$ cat config.mk
export PLATFORM = sky130hd
export DESIGN_NAME = mux8_rr_arbiter
export DESIGN_NICKNAME = d
export VERILOG_FILES = /design/src/rtl/mux8_rr_arbiter.sv
export SDC_FILE = /design/constraint.sdc
export NUM_CORES = 1
export LEC_CHECK = 0
export BUFFER_PORTS_ARGS = -buffer_cell sky130_fd_sc_hd__buf_2
export CAP_MARGIN = 20
export CORE_UTILIZATION = 40
export DETAILED_ROUTE_END_ITERATION = 12
export PLACE_DENSITY = 0.67
export SETUP_SLACK_MARGIN = 0.1
export SYNTH_ARGS = -nofsm -noshare
export SYNTH_HDL_FRONTEND = slang
export SYNTH_SLANG_ARGS = --single-unit
$ cat constraint.sdc
create_clock -name clock -period 6.7 [get_ports clock]
set_input_delay 0.335 -clock clock [delete_from_list [all_inputs] [get_ports clock]]
set_output_delay 0.335 -clock clock [all_outputs]
set_load 0.05 [all_outputs]
$ cat src/rtl/mux8_rr_arbiter.sv
// mux8_rr_arbiter
// Round-robin arbiter for an 8-input registered mux. It picks one requester,
// drives the mux select, waits one cycle for the mux register to load, then
// presents out_valid until the downstream accepts. The pointer advances only
// on a completed transfer, so each requester is served in turn.
module mux8_rr_arbiter #(
   parameter int BACK2BACK = 1
) (
   input  logic       clock,
   input  logic       reset,
   input  logic [7:0] req,
   input  logic       out_ready,
   output logic [2:0] select,
   output logic [7:0] grant,
   output logic       out_valid,
   output logic       busy
);

   typedef enum logic [1:0] {
      IDLE  = 2'd0,
      LOAD  = 2'd1,
      VALID = 2'd2
   } state_t;

   state_t     state_q, state_d;
   logic [2:0] ptr_q, ptr_d;
   logic [2:0] select_q, select_d;
   logic [7:0] grant_q, grant_d;
   logic       out_valid_q, out_valid_d;

   // Arbitration inputs: where the search starts and which requests count.
   logic [2:0] search_base;
   logic [7:0] search_vec;
   // Requests rotated so that bit 0 is the highest-priority index.
   logic [7:0] rot_vec;
   logic [2:0] win_off;
   logic [2:0] win_idx;
   logic [7:0] win_onehot;
   logic       win_any;

   // Pick search origin and request set: on completion the search starts
   // just after the finishing owner with its own request masked out.
   always_comb begin
      search_base = ptr_q;
      search_vec  = req;
      if (state_q == VALID) begin
         search_base = select_q + 3'd1;
         search_vec  = req & ~grant_q;
      end
   end

   generate
      for (genvar gi = 0; gi < 8; gi++) begin : g_rotate
         assign rot_vec[gi] = search_vec[search_base + 3'(gi)];
      end
   endgenerate

   // Lowest set bit of the rotated vector is the offset of the winner.
   always_comb begin
      win_off = 3'd0;
      for (int k = 7; k >= 0; k--) begin
         if (rot_vec[k]) begin
            win_off = 3'(k);
         end
      end
   end

   assign win_any = |search_vec;
   assign win_idx = search_base + win_off;

   generate
      for (genvar gi = 0; gi < 8; gi++) begin : g_decode
         assign win_onehot[gi] = (win_idx == 3'(gi));
      end
   endgenerate

   // Next-state and registered-output logic for the IDLE/LOAD/VALID FSM.
   always_comb begin
      state_d     = state_q;
      ptr_d       = ptr_q;
      select_d    = select_q;
      grant_d     = grant_q;
      out_valid_d = out_valid_q;
      case (state_q)
         IDLE: begin
            grant_d     = 8'd0;
            out_valid_d = 1'b0;
            if (win_any) begin
               state_d  = LOAD;
               select_d = win_idx;
               grant_d  = win_onehot;
            end
         end
         LOAD: begin
            // Mux register captures the selected input during this cycle.
            state_d     = VALID;
            out_valid_d = 1'b1;
         end
         VALID: begin
            if (out_ready) begin
               ptr_d       = select_q + 3'd1;
               out_valid_d = 1'b0;
               if ((BACK2BACK != 0) && win_any) begin
                  state_d  = LOAD;
                  select_d = win_idx;
                  grant_d  = win_onehot;
               end else begin
                  state_d = IDLE;
                  grant_d = 8'd0;
               end
            end
         end
         default: begin
            state_d     = IDLE;
            grant_d     = 8'd0;
            out_valid_d = 1'b0;
         end
      endcase
   end

   // State and output registers; reset discards any transfer in flight.
   always_ff @(posedge clock) begin
      if (reset) begin
         state_q     <= IDLE;
         ptr_q       <= 3'd0;
         select_q    <= 3'd0;
         grant_q     <= 8'd0;
         out_valid_q <= 1'b0;
      end else begin
         state_q     <= state_d;
         ptr_q       <= ptr_d;
         select_q    <= select_d;
         grant_q     <= grant_d;
         out_valid_q <= out_valid_d;
      end
   end

   assign select    = select_q;
   assign grant     = grant_q;
   assign out_valid = out_valid_q;
   assign busy      = (state_q != IDLE);

endmodule
==> Word-level counts from Yosys, hierarchy flattened <==
Cells that the tools add are included.
{ "word_totals": {"regBits": 17, "inputBits": 11, "output_inout_bits": 13, "word_cells": 83} }
{ "op_classes": {"add_sub_neg": 9, "n_lt_le_gt_ge": 8, "eq_ne": 11, "mux": 38, "bitwise": 3, "reduce_logical": 9} }
{ "op_table": {"columns": ["operator", "count"], "rows": [
  ["2-to-1 mux 3 bit", 11],
  ["less-than comparator 3 x 4 -> 1 bit (second input constant)", 8],
  ["binary-select mux 1 bit (select 3 bit)", 8],
  ["2-to-1 mux 8 bit", 3],
  ["one-hot mux 8 bit (3 select lines)", 1],
  ["adder 3 bit (second input constant)", 4],
  ["equality test 3 bit (second input constant)", 4],
  ["2-to-1 mux 1 bit", 10],
  ["bitwise AND 8 bit", 1],
  ["inverter 8 bit", 1],
  ["AND reduction 2 bit", 4],
  ["OR reduction 8 bit", 1],
  ["adder 3 x 1 -> 3 bit (second input constant)", 2],
  ["adder 3 x 2 -> 3 bit (second input constant)", 2],
  ["equality test 3 x 2 -> 1 bit (second input constant)", 2],
  ["one-hot mux 2 bit (3 select lines)", 1],
  ["one-hot mux 3 bit (2 select lines)", 1],
  ["2-to-1 mux 2 bit", 2],
  ["inequality test 2 bit (second input constant)", 2],
  ["nonzero test 2 bit", 2],
  ["adder 3 bit", 1],
  ["equality test 3 x 1 -> 1 bit (second input constant)", 1],
  ["logical NOT 3 bit", 1],
  ["equality test 2 x 1 -> 1 bit (second input constant)", 1],
  ["4 further kinds", 4]
]} }

==> Depth between registers and ports, before layout <==
Gate-level depths: netlist of run 1.
{ "depth": {"ltp_word": 18, "depth_mapped": 18, "depth_no_buf": 15} }

==> Worst setup path after synthesis of run 1 <==
OpenSTA, ideal clock, no wires.
{ "synth_timing": {"path_type": "reg-to-reg", "from": "register select_q[0], in the netlist select[0]", "to": "register select_q[2], in the netlist select[2]", "setup_ns": 0.140, "t_arrival_ns": 3.911, "required_time_ns": 6.560, "slack_ns": 2.649, "stages_incl_launch_ff": 16, "n_path_buf": 2, "synth_period_minus_slack_ns": 4.051, "cell_sequence": "dfxtp_1 clkbuf_1 nand3b_1 o21ai_1 inv_1 ha_1 o311ai_0 a211o_1 buf_2 nand2b_1 a21boi_0 fa_1 xnor2_1 nor3_1 o2111ai_1 o311ai_4"} }
{ "synth_between": {"elab_chain_len": 17, "word_cells_on_any_way": 37, "cone_classes": "9 x add/sub; 28 x mux"} }
{ "synth_lines": {"columns": ["item", "line", "source"], "rows": [
  ["start, declared", "27", "logic [2:0] select_q, select_d;"],
  ["start signal, assigned", "132", "select_q <= select_d;"],
  ["adder 3 x 1 -> 3 bit (*)", "47", "search_base = select_q + 3'd1;"],
  ["2-to-1 mux 3 bit (*)", "46", "if (state_q == VALID) begin"],
  ["adder 3 bit", "54", "assign rot_vec[gi] = search_vec[search_base + 3'(gi)];"],
  ["binary-select mux 1 bit (select 3 bit)", "54", null],
  ["2-to-1 mux 1 bit (not written as such)", "54", null],
  ["2-to-1 mux 3 bit (8 in a row)", "62", "if (rot_vec[k]) begin"],
  ["adder 3 bit (*)", "69", "assign win_idx = search_base + win_off;"],
  ["2-to-1 mux 3 bit (*)", "88, 103", null],
  ["2-to-1 mux 3 bit", "100", "if (out_ready) begin"],
  ["one-hot mux 3 bit (2 select lines) (*)", "84", "case (state_q)"]
]} }
Every way passes the cells marked *; elsewhere a longest branch is shown, timed or not. The select of a mux whose other input is x is not followed.
A chain may end at the register's enable or synchronous reset.

==> Worst setup path in the final report of run 1 <==
{ "layout_timing": {"from": "register state_q[1]", "to": "register select_q[2], in the netlist select[2]"} }
{ "layout_between": {"elab_chain_len": 17, "word_cells_on_any_way": 43, "cone_classes": "8 x add/sub; 2 x eq/ne; 29 x mux; 4 x reduce/logical"} }
{ "layout_lines": {"columns": ["item", "line", "source"], "rows": [
  ["start, declared", "25", "state_t state_q, state_d;"],
  ["start signal, assigned", "130", "state_q <= state_d;"],
  ["equality test 2 bit", "46, 84", null],
  ["2-to-1 mux 3 bit", "46", null],
  ["adder 3 bit", "54", null],
  ["binary-select mux 1 bit (select 3 bit)", "54", null],
  ["2-to-1 mux 1 bit (not written as such)", "54", null],
  ["2-to-1 mux 3 bit (8 in a row)", "62", null],
  ["adder 3 bit", "69", null],
  ["2-to-1 mux 3 bit", "88, 103", null],
  ["2-to-1 mux 3 bit", "100", null],
  ["one-hot mux 3 bit (2 select lines)", "84", null]
]} }
Several ways; a longest one is shown, not always the timed one. The select of a mux whose other input is x is not followed.

==> results.json, run 1 <==
{
  "grt_pass1_vias": 1791,
  "yosysUniqueCellTypes": 56,
  "clock.fmax_mhz": 191,
  "placementRows": 24,
  "dieArea_um2": 4800,
  "critPathSlowestCell": "mux2i_1",
  "nFillCells": 474,
  "clk_pin_slew_ns": 0.08,
  "power_leakage_nw": 0.719,
  "grt_overflow": 0,
  "cap_violations": 0,
  "synth_top_family_by_area": "compound AO/OA/AOI/OAI gates",
  "setup_tns_ns": 0,
  "cts_tree": "yes",
  "ys.flop_type": "dfxtp_1",
  "dr.first_iter.drc_count": 262,
  "finalSetupViolations": 0,
  "drc": 0,
  "area_growth_pct": 7.75,
  "cts_hold_buf": 0,
  "cp-end-kind": "flop",
  "synth_nets": 252,
  "slowest_delay_ns": 0.86,
  "synth_cells": 237,
  "vdd_drop_max_v": 0.000131,
  "clock_skew_ns": 0.00868,
  "final_nets": 264,
  "drv_slew": 0,
  "synth-edff-count": 0,
  "synthAdderAreaFrac_pct": 3.18,
  "die_h_um": 69.3,
  "cp-start-kind": "flop",
  "ios": 24,
  "hold_path_class": "input pin to flop",
  "drt-total-wl_um": 5330,
  "port_buffers": 23,
  "clk_latency_ns": 0.27,
  "vias": 1996,
  "cts_sinks": 17,
  "crit_chain": "nor2b_4 -> mux2i_1 -> inv_2 -> ha_1 -> o311ai_0 -> a221oi_1 -> buf_4 -> a21boi_0 -> fa_1 -> xnor2_1 -> nor3_1 -> o2111ai_1 -> o311ai_4",
  "grt_max_degree": 19,
  "ctsResizeCount": 0,
  "post-cts-setup-buffers": 0,
  "cts.path.max_buffers": 2,
  "dp_hpwl_um": 4000,
  "hold_viol": 0,
  "h-tree-depth": 1,
  "synth_simple_gate_area_share_pct": 30.0,
  "syn-cell-area_um2": 1810,
  "p_per_area_nw_per_um2": 244,
  "max_slew_margin_pct": 33.5,
  "pre_cts_ws_ns": 1.59,
  "period_needed_ns": 5.23,
  "grt_antenna_before_repair": 0,
  "cp_top_family": "compound AO/OA/AOI/OAI gates",
  "rsz0062_at_grt": "false",
  "ys_seq_area_share_pct": 18.8,
  "post_drt_via_cell_ratio": 6.65,
  "place.gp.congestion": 0.983,
  "synthMuxAreaShare_pct": 3.04,
  "synth_xor_area_share_pct": 2.42,
  "synth_compound_area_share_pct": 34.7,
  "first_pass_iters": 5,
  "core_region_area_um2": 4350,
  "route.antenna.remaining_nets": 0,
  "tightest_slew_ns": 0.969,
  "path_class": "flop to flop",
  "ys_ff_latch": 17,
  "syn-mean-instance-area_um2": 7.63,
  "start_util_pct": 41.6,
  "grt_pass1_wl_um": 8760,
  "yosysWarningCount": 0,
  "wire_per_inst_um": 17.8,
  "drive_gt1_share_pct": 15.7,
  "track_usage_pct": 22.2,
  "fp.dieW_um": 69.3,
  "clockRootBuffer": "clkbuf_8",
  "arrival_ns": 5.37,
  "fin_crit_sh_pct": 78.0,
  "status": "finished, final reports clean",
  "setup_slack_ns": 1.47,
  "cts_buffers": 3,
  "cp_num_buf_inv": 2,
  "worst-path-max-fanout": 17,
  "crit_required_ns": 6.84,
  "insertedDiodeCount": 0,
  "synth-async-reset-ratio_pct": 0
}
## registers in the layout (all words and copies together), names as in the netlist
signal,cells
grant,8
ptr_q,3
select,3
state_q,2
out_valid,1
## power by group
group          leakage, nW  switching, mW  internal [mW]  total, mW
Clock               0.0217         0.0418         0.0420     0.0838
Combinational        0.559          0.175         0.0849      0.260
Sequential           0.138         0.0193          0.113      0.133
## per-stage QoR
stage / area [um2] / instances / hold WS (ns) / power (mW) / util, %
2_1_floorplan: 1810 / 237 / 0.436 / 0.333 / -
3_3_place_gp: 1900 / 296 / 0.448 / 0.389 / 43.6
3_5_place_dp: 1900 / 296 / 0.452 / 0.389 / 43.6
4_1_cts: 1950 / 300 / 0.342 / 0.474 / 44.8
5_1_grt: 1950 / 300 / 0.355 / 0.507 / 44.8
6_report: 1950 / 300 / 0.346 / 0.476 / 44.8
## cell type report
cell class	count	area (um2)	area share [%]
multi-input combinational	193	1330	68.1
timing repair buffer	26	138	7.06
clock inverter	1	7.51	0.385
tap	52	65.1	3.34
clock buffer	3	41.3	2.12
inverter	8	30.0	1.54
sequential	17	340	17.5
## cells in the final DEF (no fill, tap or decap), drive strengths merged, types with 6 or more instances in the layout
cell and n:
nand2b 7, inv 8, o211ai 11, a21oi 7, a221oi 9, nor2b 12, o2111ai 9, buf 26
nand2 19, or3 6, dfxtp 17, nand3 14, o21ai 9, nand4 8, nor3 11, nor2 11
## worst register-to-register path, delay by kind of cell (launching register included)
kind                     cells  cell delay [ns]
flip-flops                   1             0.47
AND/OR/NAND/NOR              2             0.56
buffers and inverters        2             0.50
multiplexers                 1             0.86
AO/OA/AOI/OAI                5             1.17
adder cells (fa/ha/maj)      2             0.91
XOR/XNOR                     1             0.66
## path summary, 6_finish.rpt
path,start,to,slack (ns),cells after the start
worst min register to register,out_valid,out_valid,0.47,1
worst max-delay path,state_q[1],select[2],1.47,13
worst min-delay path,reset,select[1],0.35,2
worst max register to register,state_q[1],select[2],1.47,13
## synth_stat cells (all sizes together) (6+ instances only)
cell	n	share of area [%]
nor2b	12	4.6
buf	15	5.3
nor3	11	3.0
o21ai	9	2.5
nand4	8	2.8
a221oi	9	5.4
nor2	11	2.3
or3	6	2.1
dfxtp	17	19
inv	8	1.7
o211ai	11	4.6
nand2	19	3.9
nand3	14	3.9
nand2b	7	2.4
o2111ai	9	4.4
a21oi	7	1.9
## per-layer routing
layer | part of all wire (%) | track usage (%) | wire length [um]
met1 | 47 | 32.3 | 2480
met4 | 0.75 | 5.90 | 40
met2 | 46 | 34.1 | 2460
met5 | 0 | 0 | 0
met3 | 6.5 | 3.34 | 347
## cells by family after synthesis
family	count (synthesis)
simple gates	101
compound gates	78
buf+inv	27
flops	17
xor+xnor	5
mux	5
fa+ha+maj	4
Note: power is estimated with default switching activity, not from simulation.
==> inputs of run 2 (changes only) <==
Clock period 6.7 ns to 4.9 ns, I/O delays scaled along.
==> results.json, run 2 (synthesis results as in run 1) <==
{
  "fp.dieW_um": 69.3,
  "cts_tree": "yes",
  "drt-total-wl_um": 5220,
  "port_buffers": 23,
  "p_seq_share_pct": 28.3,
  "cts_sinks": 17,
  "instances_no_fill": 302,
  "finalSetupViolations": 0,
  "cts.path.max_buffers": 2,
  "die_h_um": 69.3,
  "post-cts-setup-buffers": 0,
  "rsz0062_at_grt": "false",
  "reg2reg_to": "select[2]",
  "grt_pass1_vias": 1734,
  "final_nets": 266,
  "dieArea_um2": 4800,
  "vdd_drop_max_v": 0.000152,
  "met1_usage_pct": 32.1,
  "drc": 0,
  "hp-start": "out_ready",
  "mostFrequentLayoutCells": "23 x buf_2, 19 x nand2_1, 17 x dfxtp_1",
  "dpl.cell_count": 298,
  "place.gp.congestion": 0.901,
  "clock_skew_ns": 0.00412,
  "pwr-share-clk_pct": 16.3,
  "tightest_slew_ns": 0.784,
  "grt_use_met3_pct": 3.78,
  "period_needed_ns": 4.43,
  "ios": 24,
  "drv_slew": 0,
  "grt_pass1_wl_um": 8650,
  "wire_per_inst_um": 17.3,
  "p_switching_uw": 314,
  "post_drt_via_cell_ratio": 6.61,
  "finalPower_uw": 646,
  "p_per_area_nw_per_um2": 329,
  "holdWs_ns": 0.264,
  "setup_tns_ns": 0,
  "h-tree-depth": 1,
  "max_slew_margin_pct": 47.5,
  "dpl_cell_area_um2": 1920,
  "arrival_ns": 4.55,
  "pre_cts_ws_ns": 0.367,
  "status": "finished, final reports clean",
  "cts_hold_buf": 0,
  "clk_latency_ns": 0.25,
  "crit_required_ns": 5.02,
  "vias": 1996,
  "nFillCells": 445,
  "hold_viol": 0,
  "final_common_cell": "buf_2",
  "track_usage_pct": 22.0,
  "holdPathStages": 2,
  "grt_max_degree": 19,
  "dp_hpwl_um": 4040,
  "grt_antenna_before_repair": 0,
  "grt_overflow": 0,
  "setup_slack_ns": 0.473,
  "largest_reg_flops": 8,
  "hold_path_class": "input pin to flop",
  "rrSetupSlack_ns": 0.47,
  "p_sw_share_pct": 48.5,
  "finalCoreUtilization_pct": 45.1,
  "cts_buffers": 3,
  "core_region_area_um2": 4350,
  "crit_start": "state_q[1]",
  "clk_pin_slew_ns": 0.07,
  "placementRows": 24,
  "clockRootBuffer": "clkbuf_8",
  "r2r_cells": 15,
  "r2r_start": "state_q[1]",
  "whs_endpoint": "ptr_q[0]",
  "drive_gt1_share_pct": 16.4,
  "area_growth_pct": 8.58,
  "path_class": "flop to flop",
  "met2_usage_pct": 32.7,
  "fin_crit_sh_pct": 90.3,
  "final_area_um2": 1960,
  "cp-start-kind": "flop",
  "start_util_pct": 41.6,
  "clock.fmax_mhz": 226,
  "power_leakage_nw": 0.730,
  "p_int_uw": 333,
  "cp-end-kind": "flop",
  "grt.busiest_layer": "met2",
  "ctsResizeCount": 0,
  "dr.first_iter.drc_count": 253,
  "route.antenna.remaining_nets": 0,
  "first_pass_iters": 5,
  "insertedDiodeCount": 0,
  "worst-path-max-fanout": 11,
  "cap_violations": 0,
  "power_frac_comb_pct": 55.4
}
run 2: cell type report:
class / count / area [um2] / share of cell area [%]
inverter: 8 / 30.0 / 1.53
clock buffer: 4 / 45.0 / 2.29
sequential: 17 / 340 / 17.3
timing repair buffer: 28 / 153 / 7.77
tap: 52 / 65.1 / 3.31
multi-input combinational: 193 / 1330 / 67.8
run 2: worst max path at each step:
stage	end	cells after the start
floorplan	select[2]	15
global placement	select[2]	13
detailed placement	select[2]	13
CTS	select[2]	13
global route	select[2]	12
finish	select[2]	15
run 2: critical path: stages (launching register included):
cell and delay, ns:
dfxtp_1 0.51, nor2b_4 0.34, mux2i_1 0.37, inv_2 0.18, ha_1 0.40, nand4b_1 0.18
and3_1 0.19, nor4_1 0.05, o31ai_1 0.23, a221oi_1 0.12, ha_1 0.23, fa_1 0.42
xnor2_1 0.63, nor3_1 0.11, o2111ai_1 0.19, o311ai_4 0.14
run 2: power by group through the flow:
| stage | sequential, mW | clock [mW] | combinational, mW |
|---|---|---|---|
| finish | 0.183 | 0.105 | 0.358 |
| floorplan | 0.219 | 0 | 0.236 |
| CTS | 0.182 | 0.109 | 0.354 |
| detailed placement | 0.185 | 0 | 0.353 |
| global placement | 0.185 | 0 | 0.352 |
| global route | 0.186 | 0.116 | 0.388 |
run 2: layer usage:
layer | vias to the layer above | part of all wire, %
met4 | 0 | 1.4
met3 | 10 | 8.1
met2 | 100 | 45
li1 | 963 | -
met5 | - | 0
met1 | 923 | 45
==> inputs of run 3 (changes only) <==
--- a/config.mk
+++ b/config.mk
@@ -12,3 +12,3 @@
 export PLACE_DENSITY = 0.67
-export SETUP_SLACK_MARGIN = 0.1
+export SETUP_SLACK_MARGIN = 0.4
 export SYNTH_ARGS = -nofsm -noshare
--- a/constraint.sdc
+++ b/constraint.sdc
@@ -3,2 +3,2 @@
 set_output_delay 0.245 -clock clock [all_outputs]
-set_load 0.05 [all_outputs]
+set_load 0.02 [all_outputs]
==> results.json, run 3 (synthesis results as in run 1) <==
{
  "clockRootBuffer": "clkbuf_8",
  "crit_chain": "ha_1 -> mux2i_1 -> inv_2 -> ha_1 -> nand4b_1 -> and3_1 -> nor4_1 -> o31ai_1 -> a221oi_1 -> ha_1 -> fa_1 -> nand2b_1 -> nor3_1 -> o2111ai_1 -> o211ai_1",
  "grt_overflow": 0,
  "track_usage_pct": 22.0,
  "instances_no_fill": 304,
  "p_switching_uw": 283,
  "cp_num_buf_inv": 1,
  "clock_skew_ns": 0.00464,
  "drc": 0,
  "pwr-share-clk_pct": 17.1,
  "cts.path.max_buffers": 2,
  "placementRows": 24,
  "crit_required_ns": 5.07,
  "p_sw_share_pct": 45.7,
  "setup_tns_ns": 0,
  "status": "finished, final reports clean",
  "clk_pin_slew_ns": 0.07,
  "largest_reg_flops": 8,
  "clock.fmax_mhz": 235,
  "port_buffers": 23,
  "fin_crit_sh_pct": 86.8,
  "insertedDiodeCount": 0,
  "drv_slew": 0,
  "cp-end-kind": "flop",
  "grt_pass1_vias": 1734,
  "hold_path_class": "input pin to flop",
  "arrival_ns": 4.43,
  "hold_viol": 0,
  "path_class": "flop to flop",
  "start_util_pct": 41.6,
  "p_seq_share_pct": 29.7,
  "period_needed_ns": 4.25,
  "cap_violations": 0,
  "crit_cells": 15,
  "fp.dieW_um": 69.3,
  "worst-path-max-fanout": 12,
  "rsz0062_at_grt": "false",
  "drt-total-wl_um": 5300,
  "cts_buffers": 3,
  "finalSetupViolations": 0,
  "core_region_area_um2": 4350,
  "p_per_area_nw_per_um2": 310,
  "grt_pass1_wl_um": 8650,
  "final_common_cell": "buf_2",
  "final_nets": 268,
  "crit_top_cell": "ha_1",
  "grt_antenna_before_repair": 0,
  "post_drt_via_cell_ratio": 6.55,
  "slowest_delay_ns": 0.56,
  "holdPathStages": 2,
  "clk_latency_ns": 0.25,
  "vias": 1990,
  "ios": 24,
  "r2r_cells": 15,
  "finalPower_uw": 620,
  "cp-start-kind": "flop",
  "grt_max_degree": 19,
  "max_slew_margin_pct": 46.1,
  "area_growth_pct": 10.6,
  "p_int_uw": 336,
  "die_h_um": 69.3,
  "vdd_drop_max_v": 0.000139,
  "critPathSlowestCell": "fa_1",
  "mostFrequentLayoutCells": "23 x buf_2, 19 x nand2_1, 15 x dfxtp_1",
  "first_pass_iters": 5,
  "drive_gt1_share_pct": 19.0,
  "tightest_slew_ns": 0.794,
  "holdWs_ns": 0.260,
  "power_frac_comb_pct": 53.3,
  "wire_per_inst_um": 17.4,
  "dieArea_um2": 4800,
  "cp_top_family": "adder cells",
  "dp_hpwl_um": 4040,
  "route.antenna.remaining_nets": 0,
  "h-tree-depth": 1,
  "cts_sinks": 17,
  "power_leakage_nw": 0.752,
  "dpl.cell_count": 298,
  "dr.first_iter.drc_count": 255,
  "place.gp.congestion": 0.901,
  "cts_tree": "yes"
}
[run 3: changes by cell type in the layout (fill, tap and decap cells not counted), sizes merged]
cell  before  now
buf       28   30
[run 3: what timing repair did]
| item | in CTS | in global routing |
|---|---|---|
| hold buffers | 0 | 0 |
| pin swaps | 0 | 0 |
| gates resized for setup | 1 | 5 |
| endpoints found under the setup margin | 1 | 9 |
| setup buffers | 0 | 2 |
[run 3: stage by stage]
| stage | area, um2 | setup WS (ns) | utilization [%] |
|---|---|---|---|
| after global placement | 1920 | 0.524 | 44.0 |
| final | 2000 | 0.645 | 45.9 |
| after global routing | 2000 | 0.416 | 45.9 |
| after detailed placement | 1920 | 0.367 | 44.0 |
| after CTS | 1960 | 0.462 | 45.1 |
| after floorplan | 1810 | 1.06 | - |
[run 3: area by class of cell]
cell class                      count  area (um2)
Multi-Input combinational cell    193        1350
Timing Repair Buffer               30         168
Inverter                            8        30.0
Tap cell                           52        65.1
Clock buffer                        4        45.0
Fill cell                         440        2350
Sequential cell                    17         343
[run 3: per-layer routing]
metal	vias to the layer above	GRT usage (%)	wire [um]
met5	-	0	0
met4	0	6.58	121
li1	962	-	-
met1	941	32.1	2480
met2	74	32.7	2330
met3	13	3.78	371
[run 3: final timing paths]
check	startpoint	end	slack (ns)
setup / recovery	select[0]	grant[5]	0.65
hold / removal	out_ready	ptr_q[0]	0.26
setup reg to reg	select[0]	grant[5]	0.65
hold reg to reg	out_valid	out_valid	0.46
[run 3: worst register-to-register path, delay by kind of cell, from the launching register on]
kind,cells,cell delay (ns)
adders and majority gates,4,1.51
and+or+nand+nor,5,1.02
AOI/OAI and AO/OA,4,0.71
DFF,1,0.45
muxes,1,0.31
buffers and inverters,1,0.19
[run 3: power groups by stage]
stage	Sequential (mW)	Clock [mW]	Combinational [mW]
5_1_grt	0.187	0.116	0.358
3_3_place_gp	0.185	0	0.318
3_5_place_dp	0.185	0	0.319
6_report	0.184	0.106	0.330
2_1_floorplan	0.188	0	0.234
4_1_cts	0.182	0.109	0.321
